## config.mk

```make
export PLATFORM = sky130hd
export DESIGN_NAME = syn_pcm_buf_ctrl_flat
export DESIGN_NICKNAME = d
export VERILOG_FILES = /design/src/rtl/syn_pcm_buf_ctrl_if.sv /design/src/rtl/syn_pcm_buf_ctrl.sv /design/src/flat_wrapper.sv
export SDC_FILE = /design/constraint.sdc
export NUM_CORES = 1
export LEC_CHECK = 0
export CAP_MARGIN = 20
export CELL_PAD_IN_SITES_DETAIL_PLACEMENT = 0
export CELL_PAD_IN_SITES_GLOBAL_PLACEMENT = 1
export CORE_UTILIZATION = 26
export DETAILED_ROUTE_END_ITERATION = 16
export PLACE_DENSITY = 0.94
export RECOVER_POWER = 100
export SYNTH_ARGS = -nofsm -noshare
export SYNTH_HDL_FRONTEND = slang
export SYNTH_SLANG_ARGS = --single-unit
```

## constraint.sdc

```tcl
create_clock -name clk_ir -period 2.9 [get_ports clk_ir]
set_input_delay 0.29 -clock clk_ir [delete_from_list [all_inputs] [get_ports clk_ir]]
set_output_delay 0.29 -clock clk_ir [all_outputs]
set_load 0.01 [all_outputs]
```

## src/rtl/syn_pcm_buf_ctrl_if.sv

```systemverilog
// syn_pcm_buf_ctrl_if: capture, host read-back and PCM RAM port bundle for syn_pcm_buf_ctrl.
interface syn_pcm_buf_ctrl_if #(
    parameter int DATA_W = 32,
    parameter int ADDR_W = 7,
    parameter int CNT_W  = 16
);
    logic              capture_en_i;
    logic              pcm_valid_i;
    logic [DATA_W-1:0] pcm_ldata_i;
    logic [DATA_W-1:0] pcm_rdata_i;
    logic              host_rd_req_i;
    logic [ADDR_W:0]   host_rd_addr_i;
    logic              host_rd_ack_o;
    logic              host_rd_valid_o;
    logic [DATA_W-1:0] host_rd_data_o;
    logic [ADDR_W-1:0] lmem_addr_o;
    logic [ADDR_W-1:0] rmem_addr_o;
    logic [DATA_W-1:0] lmem_wdata_o;
    logic [DATA_W-1:0] rmem_wdata_o;
    logic              lmem_wren_o;
    logic              rmem_wren_o;
    logic              lmem_rden_o;
    logic              rmem_rden_o;
    logic [DATA_W-1:0] lmem_rdata_i;
    logic [DATA_W-1:0] rmem_rdata_i;
    logic              lmem_rd_valid_i;
    logic              rmem_rd_valid_i;
    logic              buf_rdy_o;
    logic              buf_sel_o;
    logic [CNT_W-1:0]  buf_cnt_o;
    logic              ovrflw_o;
    logic              ovrflw_clr_i;

    modport slave (
        input  capture_en_i, pcm_valid_i, pcm_ldata_i, pcm_rdata_i,
        input  host_rd_req_i, host_rd_addr_i, ovrflw_clr_i,
        input  lmem_rdata_i, rmem_rdata_i, lmem_rd_valid_i, rmem_rd_valid_i,
        output host_rd_ack_o, host_rd_valid_o, host_rd_data_o,
        output lmem_addr_o, rmem_addr_o, lmem_wdata_o, rmem_wdata_o,
        output lmem_wren_o, rmem_wren_o, lmem_rden_o, rmem_rden_o,
        output buf_rdy_o, buf_sel_o, buf_cnt_o, ovrflw_o
    );

    modport master (
        output capture_en_i, pcm_valid_i, pcm_ldata_i, pcm_rdata_i,
        output host_rd_req_i, host_rd_addr_i, ovrflw_clr_i,
        output lmem_rdata_i, rmem_rdata_i, lmem_rd_valid_i, rmem_rd_valid_i,
        input  host_rd_ack_o, host_rd_valid_o, host_rd_data_o,
        input  lmem_addr_o, rmem_addr_o, lmem_wdata_o, rmem_wdata_o,
        input  lmem_wren_o, rmem_wren_o, lmem_rden_o, rmem_rden_o,
        input  buf_rdy_o, buf_sel_o, buf_cnt_o, ovrflw_o
    );
endinterface

```

## src/rtl/syn_pcm_buf_ctrl.sv

```systemverilog
// syn_pcm_buf_ctrl: Acortex-side PCM ping-pong RAM write sequencer with host read-back arbitration.
// The host read path and its FSM exist only when SYN_PCM_BUF_CTRL_HOST_RD_EN is defined.
module syn_pcm_buf_ctrl #(
    parameter int P_MEM_DATA_W = 32,
    parameter int P_MEM_ADDR_W = 7,
    parameter int P_RAM_RDELAY = 2,
    parameter int P_BUF_CNT_W  = 16
) (
    input logic               clk_ir,
    input logic               rst_ih,
    syn_pcm_buf_ctrl_if.slave bus
);
    logic                    pend;
    logic [P_MEM_DATA_W-1:0] pend_l;
    logic [P_MEM_DATA_W-1:0] pend_r;
    logic [P_MEM_ADDR_W-1:0] wr_ptr;
    logic                    buf_sel;
    logic                    buf_rdy;
    logic                    ovrflw;
    logic [P_BUF_CNT_W-1:0]  buf_cnt;
    logic                    load;
    logic                    wr;
    logic                    at_max;
    logic                    rd_issue;
    logic                    blocked;

    if (P_RAM_RDELAY < 1) begin : g_rdelay_chk
        $error("P_RAM_RDELAY must be at least 1");
    end

    assign load   = bus.pcm_valid_i & bus.capture_en_i;
    assign at_max = &wr_ptr;
    assign wr     = pend & ~blocked;

    always_ff @(posedge clk_ir or posedge rst_ih)
        if (rst_ih) begin
            pend    <= 1'b0;
            pend_l  <= '0;
            pend_r  <= '0;
            wr_ptr  <= '0;
            buf_sel <= 1'b0;
            buf_rdy <= 1'b0;
            buf_cnt <= '0;
            ovrflw  <= 1'b0;
        end else begin
            if (load & (~pend | wr)) begin
                pend_l <= bus.pcm_ldata_i;
                pend_r <= bus.pcm_rdata_i;
            end
            pend    <= load | (pend & ~wr);
            wr_ptr  <= wr_ptr + P_MEM_ADDR_W'(wr);
            buf_rdy <= wr & at_max;
            buf_sel <= buf_sel ^ (wr & at_max);
            buf_cnt <= buf_cnt + P_BUF_CNT_W'(wr & at_max);
            ovrflw  <= (load & pend & ~wr) | (ovrflw & ~bus.ovrflw_clr_i);
        end

    assign bus.lmem_wren_o   = wr;
    assign bus.rmem_wren_o   = wr;
    assign bus.lmem_wdata_o  = pend_l;
    assign bus.rmem_wdata_o  = pend_r;
    assign bus.lmem_addr_o   = rd_issue ? bus.host_rd_addr_i[P_MEM_ADDR_W-1:0] : wr_ptr;
    assign bus.rmem_addr_o   = rd_issue ? bus.host_rd_addr_i[P_MEM_ADDR_W-1:0] : wr_ptr;
    assign bus.lmem_rden_o   = rd_issue & ~bus.host_rd_addr_i[P_MEM_ADDR_W];
    assign bus.rmem_rden_o   = rd_issue & bus.host_rd_addr_i[P_MEM_ADDR_W];
    assign bus.host_rd_ack_o = rd_issue;
    assign bus.buf_rdy_o     = buf_rdy;
    assign bus.buf_sel_o     = buf_sel;
    assign bus.buf_cnt_o     = buf_cnt;
    assign bus.ovrflw_o      = ovrflw;

`ifdef SYN_PCM_BUF_CTRL_HOST_RD_EN
    typedef enum logic {IDLE, RD_WAIT} state_t;
    state_t                  state;
    state_t                  state_nx;
    logic                    rd_chan;
    logic                    rd_done;
    logic                    rd_valid;
    logic [P_MEM_DATA_W-1:0] rd_data;

    always_ff @(posedge clk_ir or posedge rst_ih)
        if (rst_ih) state <= IDLE;
        else state <= state_nx;

    always_comb
        state_nx = (state == IDLE) ? (rd_issue ? RD_WAIT : IDLE) : (rd_done ? IDLE : RD_WAIT);

    // A sample arriving this cycle also defers the read so the write always goes first.
    always_comb begin
        rd_issue = (state == IDLE) & bus.host_rd_req_i & ~pend & ~load;
        rd_done  = (state == RD_WAIT) & (rd_chan ? bus.rmem_rd_valid_i : bus.lmem_rd_valid_i);
        blocked  = (state == RD_WAIT) & at_max;
    end

    always_ff @(posedge clk_ir or posedge rst_ih)
        if (rst_ih) begin
            rd_chan  <= 1'b0;
            rd_valid <= 1'b0;
            rd_data  <= '0;
        end else begin
            if (rd_issue) rd_chan <= bus.host_rd_addr_i[P_MEM_ADDR_W];
            if (rd_done) rd_data <= rd_chan ? bus.rmem_rdata_i : bus.lmem_rdata_i;
            rd_valid <= rd_done;
        end

    assign bus.host_rd_valid_o = rd_valid;
    assign bus.host_rd_data_o  = rd_data;
`else
    logic unused;

    assign rd_issue            = 1'b0;
    assign blocked             = 1'b0;
    assign bus.host_rd_valid_o = 1'b0;
    assign bus.host_rd_data_o  = '0;
    assign unused = ^{bus.host_rd_req_i, bus.lmem_rdata_i, bus.rmem_rdata_i,
                      bus.lmem_rd_valid_i, bus.rmem_rd_valid_i};
`endif
endmodule

```

## src/flat_wrapper.sv

```systemverilog
// flat-port wrapper written by rule: the top's interface ports become plain ports
module syn_pcm_buf_ctrl_flat 
#(
    parameter int P_MEM_DATA_W = 32,
    parameter int P_MEM_ADDR_W = 7,
    parameter int P_RAM_RDELAY = 2,
    parameter int P_BUF_CNT_W  = 16
)
  (clk_ir, rst_ih, bus_capture_en_i, bus_pcm_valid_i, bus_pcm_ldata_i, bus_pcm_rdata_i, bus_host_rd_req_i, bus_host_rd_addr_i, bus_ovrflw_clr_i, bus_lmem_rdata_i, bus_rmem_rdata_i, bus_lmem_rd_valid_i, bus_rmem_rd_valid_i, bus_host_rd_ack_o, bus_host_rd_valid_o, bus_host_rd_data_o, bus_lmem_addr_o, bus_rmem_addr_o, bus_lmem_wdata_o, bus_rmem_wdata_o, bus_lmem_wren_o, bus_rmem_wren_o, bus_lmem_rden_o, bus_rmem_rden_o, bus_buf_rdy_o, bus_buf_sel_o, bus_buf_cnt_o, bus_ovrflw_o);
  syn_pcm_buf_ctrl_if #(.DATA_W((32)), .ADDR_W((7)), .CNT_W((16))) bus_i ();
  input logic clk_ir;
  input logic rst_ih;
  input wire logic [$bits(bus_i.capture_en_i)-1:0] bus_capture_en_i;
  input wire logic [$bits(bus_i.pcm_valid_i)-1:0] bus_pcm_valid_i;
  input wire logic [$bits(bus_i.pcm_ldata_i)-1:0] bus_pcm_ldata_i;
  input wire logic [$bits(bus_i.pcm_rdata_i)-1:0] bus_pcm_rdata_i;
  input wire logic [$bits(bus_i.host_rd_req_i)-1:0] bus_host_rd_req_i;
  input wire logic [$bits(bus_i.host_rd_addr_i)-1:0] bus_host_rd_addr_i;
  input wire logic [$bits(bus_i.ovrflw_clr_i)-1:0] bus_ovrflw_clr_i;
  input wire logic [$bits(bus_i.lmem_rdata_i)-1:0] bus_lmem_rdata_i;
  input wire logic [$bits(bus_i.rmem_rdata_i)-1:0] bus_rmem_rdata_i;
  input wire logic [$bits(bus_i.lmem_rd_valid_i)-1:0] bus_lmem_rd_valid_i;
  input wire logic [$bits(bus_i.rmem_rd_valid_i)-1:0] bus_rmem_rd_valid_i;
  output wire logic [$bits(bus_i.host_rd_ack_o)-1:0] bus_host_rd_ack_o;
  output wire logic [$bits(bus_i.host_rd_valid_o)-1:0] bus_host_rd_valid_o;
  output wire logic [$bits(bus_i.host_rd_data_o)-1:0] bus_host_rd_data_o;
  output wire logic [$bits(bus_i.lmem_addr_o)-1:0] bus_lmem_addr_o;
  output wire logic [$bits(bus_i.rmem_addr_o)-1:0] bus_rmem_addr_o;
  output wire logic [$bits(bus_i.lmem_wdata_o)-1:0] bus_lmem_wdata_o;
  output wire logic [$bits(bus_i.rmem_wdata_o)-1:0] bus_rmem_wdata_o;
  output wire logic [$bits(bus_i.lmem_wren_o)-1:0] bus_lmem_wren_o;
  output wire logic [$bits(bus_i.rmem_wren_o)-1:0] bus_rmem_wren_o;
  output wire logic [$bits(bus_i.lmem_rden_o)-1:0] bus_lmem_rden_o;
  output wire logic [$bits(bus_i.rmem_rden_o)-1:0] bus_rmem_rden_o;
  output wire logic [$bits(bus_i.buf_rdy_o)-1:0] bus_buf_rdy_o;
  output wire logic [$bits(bus_i.buf_sel_o)-1:0] bus_buf_sel_o;
  output wire logic [$bits(bus_i.buf_cnt_o)-1:0] bus_buf_cnt_o;
  output wire logic [$bits(bus_i.ovrflw_o)-1:0] bus_ovrflw_o;
  assign bus_i.capture_en_i = bus_capture_en_i;
  assign bus_i.pcm_valid_i = bus_pcm_valid_i;
  assign bus_i.pcm_ldata_i = bus_pcm_ldata_i;
  assign bus_i.pcm_rdata_i = bus_pcm_rdata_i;
  assign bus_i.host_rd_req_i = bus_host_rd_req_i;
  assign bus_i.host_rd_addr_i = bus_host_rd_addr_i;
  assign bus_i.ovrflw_clr_i = bus_ovrflw_clr_i;
  assign bus_i.lmem_rdata_i = bus_lmem_rdata_i;
  assign bus_i.rmem_rdata_i = bus_rmem_rdata_i;
  assign bus_i.lmem_rd_valid_i = bus_lmem_rd_valid_i;
  assign bus_i.rmem_rd_valid_i = bus_rmem_rd_valid_i;
  assign bus_host_rd_ack_o = bus_i.host_rd_ack_o;
  assign bus_host_rd_valid_o = bus_i.host_rd_valid_o;
  assign bus_host_rd_data_o = bus_i.host_rd_data_o;
  assign bus_lmem_addr_o = bus_i.lmem_addr_o;
  assign bus_rmem_addr_o = bus_i.rmem_addr_o;
  assign bus_lmem_wdata_o = bus_i.lmem_wdata_o;
  assign bus_rmem_wdata_o = bus_i.rmem_wdata_o;
  assign bus_lmem_wren_o = bus_i.lmem_wren_o;
  assign bus_rmem_wren_o = bus_i.rmem_wren_o;
  assign bus_lmem_rden_o = bus_i.lmem_rden_o;
  assign bus_rmem_rden_o = bus_i.rmem_rden_o;
  assign bus_buf_rdy_o = bus_i.buf_rdy_o;
  assign bus_buf_sel_o = bus_i.buf_sel_o;
  assign bus_buf_cnt_o = bus_i.buf_cnt_o;
  assign bus_ovrflw_o = bus_i.ovrflw_o;
  syn_pcm_buf_ctrl #(.P_MEM_DATA_W(P_MEM_DATA_W), .P_MEM_ADDR_W(P_MEM_ADDR_W), .P_RAM_RDELAY(P_RAM_RDELAY), .P_BUF_CNT_W(P_BUF_CNT_W)) u_core (.clk_ir(clk_ir), .rst_ih(rst_ih), .bus(bus_i));
endmodule
```

==> impl_metrics.ini, run 1 <==
[critical_path]
reg2reg_depth = 7
crit_type = input pin to flop
r2r_end = u_core.bus.buf_cnt_o[14]
path_max_fanout = 49
r2r_start = u_core.bus.lmem_addr_o[3]
required_ns = 3.12
regToRegSetupSlack_ns = 0.65
cp-end-kind = flop
cp.arrival_ns = 2.53
cp-start-kind = input pin

[synth]
syn_inst = 268
syn_area_per_cell_um2 = 14.45
ys_ff_latch = 91
yosys_warnings = 0
netlist_area_um2 = 3872
synth_cell_type_count = 27
yosysSeqAreaShare = 0.5880

[cts]
cts_root_buffer = clkbuf_16
clock-sinks = 91
cts.clk_slew.worst_paths_ns = 0.06
clockBufferDepth = 2
cts_tree = yes
cts_inserted_buffers = 9
cts-htree-levels = 3
postCtsSetupBuffers = 0
ctsResizeCount = 0
cts-hold-fix-buffers = 0
clk_latency_ns = 0.34

[die]
placeableCoreArea_um2 = 14530
die_y_um = 124.0
initial_utilization = 0.2664
std_cell_rows = 44
die_w_um = 124.0
die_area_um2 = 15390
io_pins = 279

[routing]
vias = 2545
first_iter_violations = 78
vias_per_cell = 4.118
postRouteAntennaNets = 0
first_pass_iters = 4
route.detailed.wl_per_inst_um = 13.44
drt-total-wl_mm = 8.307
drc = 0

[layout]
finalNetCount = 580
design_area_um2 = 5809
layout-drive-gt1-share = 0.1889
syn2layout_area_growth_pct = 50.02
num_antenna_cells = 0
final_util = 0.3997
fin_cells = 618

[sta]
period_minus_slack_ns = 2.311
hold_slack_ns = 0.4654
finalHoldViolations = 0
setup_viol = 0
drv_slew = 43
max_freq_mhz = 432.7
tns_ns = 0
slew_headroom = -0.3536
clock_skew_ns = 0.005645
rsz0062_at_grt = no
worst_pin_slew_ns = 2.019
period_share = 0.7970

[pwr]
power.density_nw_per_um2 = 610.5
leakage_nw = 2.625
ir_drop_mv = 0.4483

[hold_path]
hp-class = flop to flop
holdPathEnd = u_core.bus.buf_sel_o
min_path_cells = 1
min_from = u_core.bus.buf_sel_o

[placed_design]
dp_cells = 604
numPortBuffers = 167
place_area_um2 = 5539
dpl.hpwl_mm = 6.130
place_congestion = 0.7590

[global_route]
antenna_found_initial = 0
overflow = 0
grt_pass1_vias = 2587
grt_max_degree = 50
grt_pass1_wl_mm = 12.48
track_usage = 0.1085

[run_status]
violations = max-capacitance violations, max-slew violations
status = complete, but fails checks

[run]
drv_cap = 1
## layer usage
metal	track usage	vias to the layer above	part of all wire
met5	0	-	0
met4	0.04688	0	0.018
met3	0.05403	12	0.12
met2	0.1796	142	0.49
met1	0.1163	1232	0.38
li1	-	1159	-
## cells by family (layout without fill, tap and decap cells)
family,after synthesis,in the layout,synth area share
other cells,1,36,0.0009684
buf+inv,55,186,0.1089
fa+ha+maj,5,5,0.01616
flops,91,91,0.5880
mux,64,64,0.1861
xor+xnor,20,20,0.04523
simple gates,32,32,0.05461
## registers in the layout (all words and copies together) (netlist names)
signal                   cells
u_core.bus.lmem_wdata_o     32
u_core.bus.rmem_wdata_o     32
u_core.bus.buf_cnt_o        16
u_core.bus.lmem_addr_o       7
u_core.bus.buf_rdy_o         1
u_core.bus.buf_sel_o         1
u_core.bus.lmem_wren_o       1
u_core.bus.ovrflw_o          1
## layout make-up
| class | instances | area (um2) |
|---|---|---|
| repair buffers | 169 | 1699 |
| well taps | 184 | 230.2 |
| multi-input cells | 157 | 1292 |
| clock inverters | 3 | 65.06 |
| fillers | 1374 | 8725 |
| clock buffers | 11 | 232.7 |
| flip-flops and latches | 91 | 2277 |
| inverters | 3 | 12.51 |
## synthesized netlist by cell type
library cell	count	area share
nor3_2	1	0.0026
nor2b_1	1	0.0016
and4bb_1	1	0.0032
dfrtp_1	91	0.59
nand4_1	5	0.0081
nand4b_1	1	0.0023
nand4_2	1	0.0032
and4_2	1	0.0026
and3_2	1	0.0019
buf_2	1	0.0013
xnor2_1	13	0.029
and3_1	1	0.0016
inv_1	3	0.0029
nand3_1	6	0.0078
and4_1	2	0.0045
buf_6	6	0.017
xor2_1	7	0.016
and4_4	1	0.0029
nand2_1	5	0.0048
mux2_2	64	0.19
ha_1	5	0.016
nor2_1	2	0.0019
buf_4	45	0.087
conb_1	1	0.00097
or3_1	1	0.0016
nor3_1	1	0.0013
nand3_2	1	0.0026
## stage by stage
stage | worst slack, ns | power [mW]
final | 0.5887 | 3.547
after global routing | 0.4355 | 3.736
after CTS | 0.8230 | 3.703
after detailed placement | 0.8331 | 2.472
after global placement | 0.9244 | 2.441
after floorplan | 0.2464 | 1.985
## worst max path at each step
stage	start	end	slack (ns)	cells after the start
floorplan	rst_ih	u_core.bus.buf_cnt_o[0]	0.25	1
global placement	u_core.bus.lmem_addr_o[3]	u_core.bus.buf_cnt_o[8]	0.92	7
detailed placement	u_core.bus.lmem_addr_o[3]	u_core.bus.buf_cnt_o[14]	0.83	7
CTS	u_core.bus.lmem_addr_o[3]	u_core.bus.buf_cnt_o[14]	0.82	7
global route	bus_pcm_valid_i	u_core.bus.lmem_wdata_o[8]	0.44	4
finish	bus_pcm_valid_i	u_core.bus.rmem_wdata_o[20]	0.59	4
## worst max-delay path, stage by stage
cell and delay (ns):
dlygate4sd3_1 0.53, nand2_1 0.51, clkbuf_4 0.71, mux2_2 0.41
## power breakdown
part           switching, mW  internal [mW]  total, mW
logic                  0.316          0.477      0.793
registers              0.107           1.44       1.55
clock network          0.461          0.745       1.21
## placed cells by master, fill, tap and decap left out
master | Yosys | final
clkdlybuf4s50_1 | 0 | 66
nor2b_1 | 1 | 1
conb_1 | 1 | 36
and3_2 | 1 | 1
clkinv_2 | 0 | 1
bufinv_16 | 0 | 2
xor2_1 | 7 | 7
and4_1 | 2 | 3
or3_1 | 1 | 1
and3_1 | 1 | 1
nand4_1 | 5 | 5
clkbuf_4 | 0 | 1
clkinvlp_2 | 0 | 1
and4bb_1 | 1 | 1
ha_1 | 5 | 5
inv_1 | 3 | 2
clkbuf_1 | 0 | 2
xnor2_1 | 13 | 13
nand2_1 | 5 | 5
nor2_1 | 2 | 2
buf_12 | 0 | 1
and4_2 | 1 | 1
nand4_2 | 1 | 1
dfrtp_1 | 91 | 91
nand4b_1 | 1 | 1
clkbuf_16 | 0 | 9
dlygate4sd3_1 | 0 | 101
nor3_1 | 1 | 2
nand3_1 | 6 | 7
mux2_2 | 64 | 64
(Power assumes the default switching activity.)
==> run 2: changes to the inputs <==
--- a/config.mk
+++ b/config.mk
@@ -8,9 +8,9 @@
 export CAP_MARGIN = 20
 export CELL_PAD_IN_SITES_DETAIL_PLACEMENT = 0
 export CELL_PAD_IN_SITES_GLOBAL_PLACEMENT = 1
-export CORE_UTILIZATION = 26
+export CORE_UTILIZATION = 23
 export DETAILED_ROUTE_END_ITERATION = 16
-export PLACE_DENSITY = 0.94
+export PLACE_DENSITY = 0.88
 export RECOVER_POWER = 100
 export SYNTH_ARGS = -nofsm -noshare
 export SYNTH_HDL_FRONTEND = slang
==> constraint.sdc (replaced) <==
create_clock -name clk_ir -period 1.9 [get_ports clk_ir]
set_input_delay 0.19 -clock clk_ir [delete_from_list [all_inputs] [get_ports clk_ir]]
set_output_delay 0.19 -clock clk_ir [all_outputs]
set_load 0.01 [all_outputs]
==> run 2 against run 1 <==
  * The flow now finishes without violations
  * Clock skew grew 0.00096 ns
  * Register-to-register slack lost 0.51 ns
  * Final cell count grew 7.1%
  * Critical endpoint is now u_core.bus.buf_cnt_o[8]
  * Highest routed layer unchanged
==> impl_metrics.ini, run 2 (synthesis gave the netlist of run 1 again) <==
[critical_path]
required_ns = 2.12
crit_type = flop to flop
cp-start-kind = flop
path_max_fanout = 5
cp_common_cell = nand4_1
crit_chain = nand4_1 -> nor3_2 -> ha_2 -> ha_4 -> and4_4 -> nand4_1 -> xnor2_1
crit_family = simple AND/OR/NAND/NOR gates
cp.arrival_ns = 1.99
cp-end-kind = flop
crit_slowest_cell = dfrtp_1
max_stage_delay_ns = 0.40
regToRegSetupSlack_ns = 0.14
path_buf_inv = 0

[layout]
design_area_um2 = 5931
layout-drive-gt1-share = 0.2149
syn2layout_area_growth_pct = 53.15
num_antenna_cells = 0
fin_cells = 662
finalNetCount = 587
layout.area.seq_um2 = 2277
multiInputGateArea_um2 = 1323
final_common_cell = clkdlybuf4s50_1
fillers = 1577
layout_common_cells = clkdlybuf4s50_1, dfrtp_1, mux2_2, conb_1, dlygate4sd3_1
final_util = 0.3589

[hold_path]
hp-class = input pin to async pin

[pwr]
power.density_nw_per_um2 = 950.9
ir_drop_mv = 0.4491
leakage_nw = 2.577

[sta]
worst_pin_slew_ns = 0.9063
drv_slew = 0
finalHoldViolations = 0
setup_viol = 0
rsz0062_at_grt = no
period_minus_slack_ns = 1.761
clock_skew_ns = 0.006602
max_freq_mhz = 568.0
period_share = 0.9266
slew_headroom = 0.3958
tns_ns = 0

[routing]
drt-total-wl_mm = 8.420
first_pass_iters = 4
vias = 2577
drc = 0
first_iter_violations = 65
postRouteAntennaNets = 0
vias_per_cell = 3.893
route.detailed.wl_per_inst_um = 12.72

[global_route]
grt_pass1_wl_mm = 13.91
grt_pass1_vias = 2745
track_usage = 0.1024
antenna_found_initial = 0
grt_max_degree = 66
overflow = 0

[cts]
clockBufferDepth = 2
cts_root_buffer = clkbuf_16
clk_latency_ns = 0.34
cts-htree-levels = 3
clock-sinks = 91
cts.clk_slew.worst_paths_ns = 0.06
cts_inserted_buffers = 9
cts_tree = yes

[die]
placeableCoreArea_um2 = 16520
die_y_um = 131.8
die_w_um = 131.8
std_cell_rows = 47
initial_utilization = 0.2343
io_pins = 279
die_area_um2 = 17360

[placed_design]
place_congestion = 0.7496
dpl.hpwl_mm = 6.050
place_area_um2 = 5629
dp_cells = 644
numPortBuffers = 167

[run_status]
status = completed

[run]
drv_cap = 0
## run 2: final timing paths
check / startpoint / endpoint / cells after the start
max: u_core.bus.lmem_wren_o / u_core.bus.buf_cnt_o[8] / 7
min: rst_ih / u_core.bus.lmem_wdata_o[22] / 2
max reg2reg: u_core.bus.lmem_wren_o / u_core.bus.buf_cnt_o[8] / 7
min reg2reg: u_core.bus.buf_cnt_o[15] / u_core.bus.buf_cnt_o[15] / 1
max in group asynchronous: rst_ih / u_core.bus.rmem_wdata_o[21] / 3
min in group clk_ir: bus_ovrflw_clr_i / u_core.bus.ovrflw_o / 2
## run 2: power by group
part,total (mW),switching [mW],internal [mW]
logic,1.37,0.519,0.852
registers,2.35,0.152,2.20
clock network,1.92,0.733,1.18
## run 2: layer usage
| layer | part of all wire | vias up | global-route usage |
|---|---|---|---|
| met5 | 0 | - | 0 |
| met4 | 0.017 | 0 | 0.04005 |
| met3 | 0.091 | 11 | 0.04921 |
| met2 | 0.47 | 134 | 0.1628 |
| met1 | 0.42 | 1257 | 0.1186 |
| li1 | - | 1175 | - |
## run 2: repair_timing
action                                  in CTS  in global routing
setup buffers                                0                  3
resized for setup                            0                  3
hold buffers                                 0                  0
endpoints found under the setup margin       0                  5
hold endpoints to repair                     0                  0
## run 2: final cells by class
class                      count  share of cell area
clock buffer                  11             0.04093
sequential                    91              0.3840
inverter                       3            0.002110
multi-input combinational    157              0.2230
timing repair buffer         176              0.2911
clock inverter                 4             0.01245
tap                          220             0.04641
## run 2: per-stage QoR
stage                     setup WS [ns]  total power, mW  hold slack (ns)
after floorplan                 0.03192            3.031           0.2556
after detailed placement        0.02032            3.812           0.4603
after global placement          0.05863            3.769           0.4612
after global routing           0.008979            5.943           0.3215
after CTS                      0.008718            5.793           0.1526
final                            0.1394            5.640           0.2968
==> run 3: changes to the inputs <==
--- a/config.mk
+++ b/config.mk
@@ -12,6 +12,8 @@
 export DETAILED_ROUTE_END_ITERATION = 16
 export PLACE_DENSITY = 0.88
 export RECOVER_POWER = 100
+export SKIP_CTS_REPAIR_TIMING = 1
 export SYNTH_ARGS = -nofsm -noshare
 export SYNTH_HDL_FRONTEND = slang
 export SYNTH_SLANG_ARGS = --single-unit
+export TNS_END_PERCENT = 5
==> results of run 3 <==
No change in the layout: final DEF, timing and power equal those of run 2.
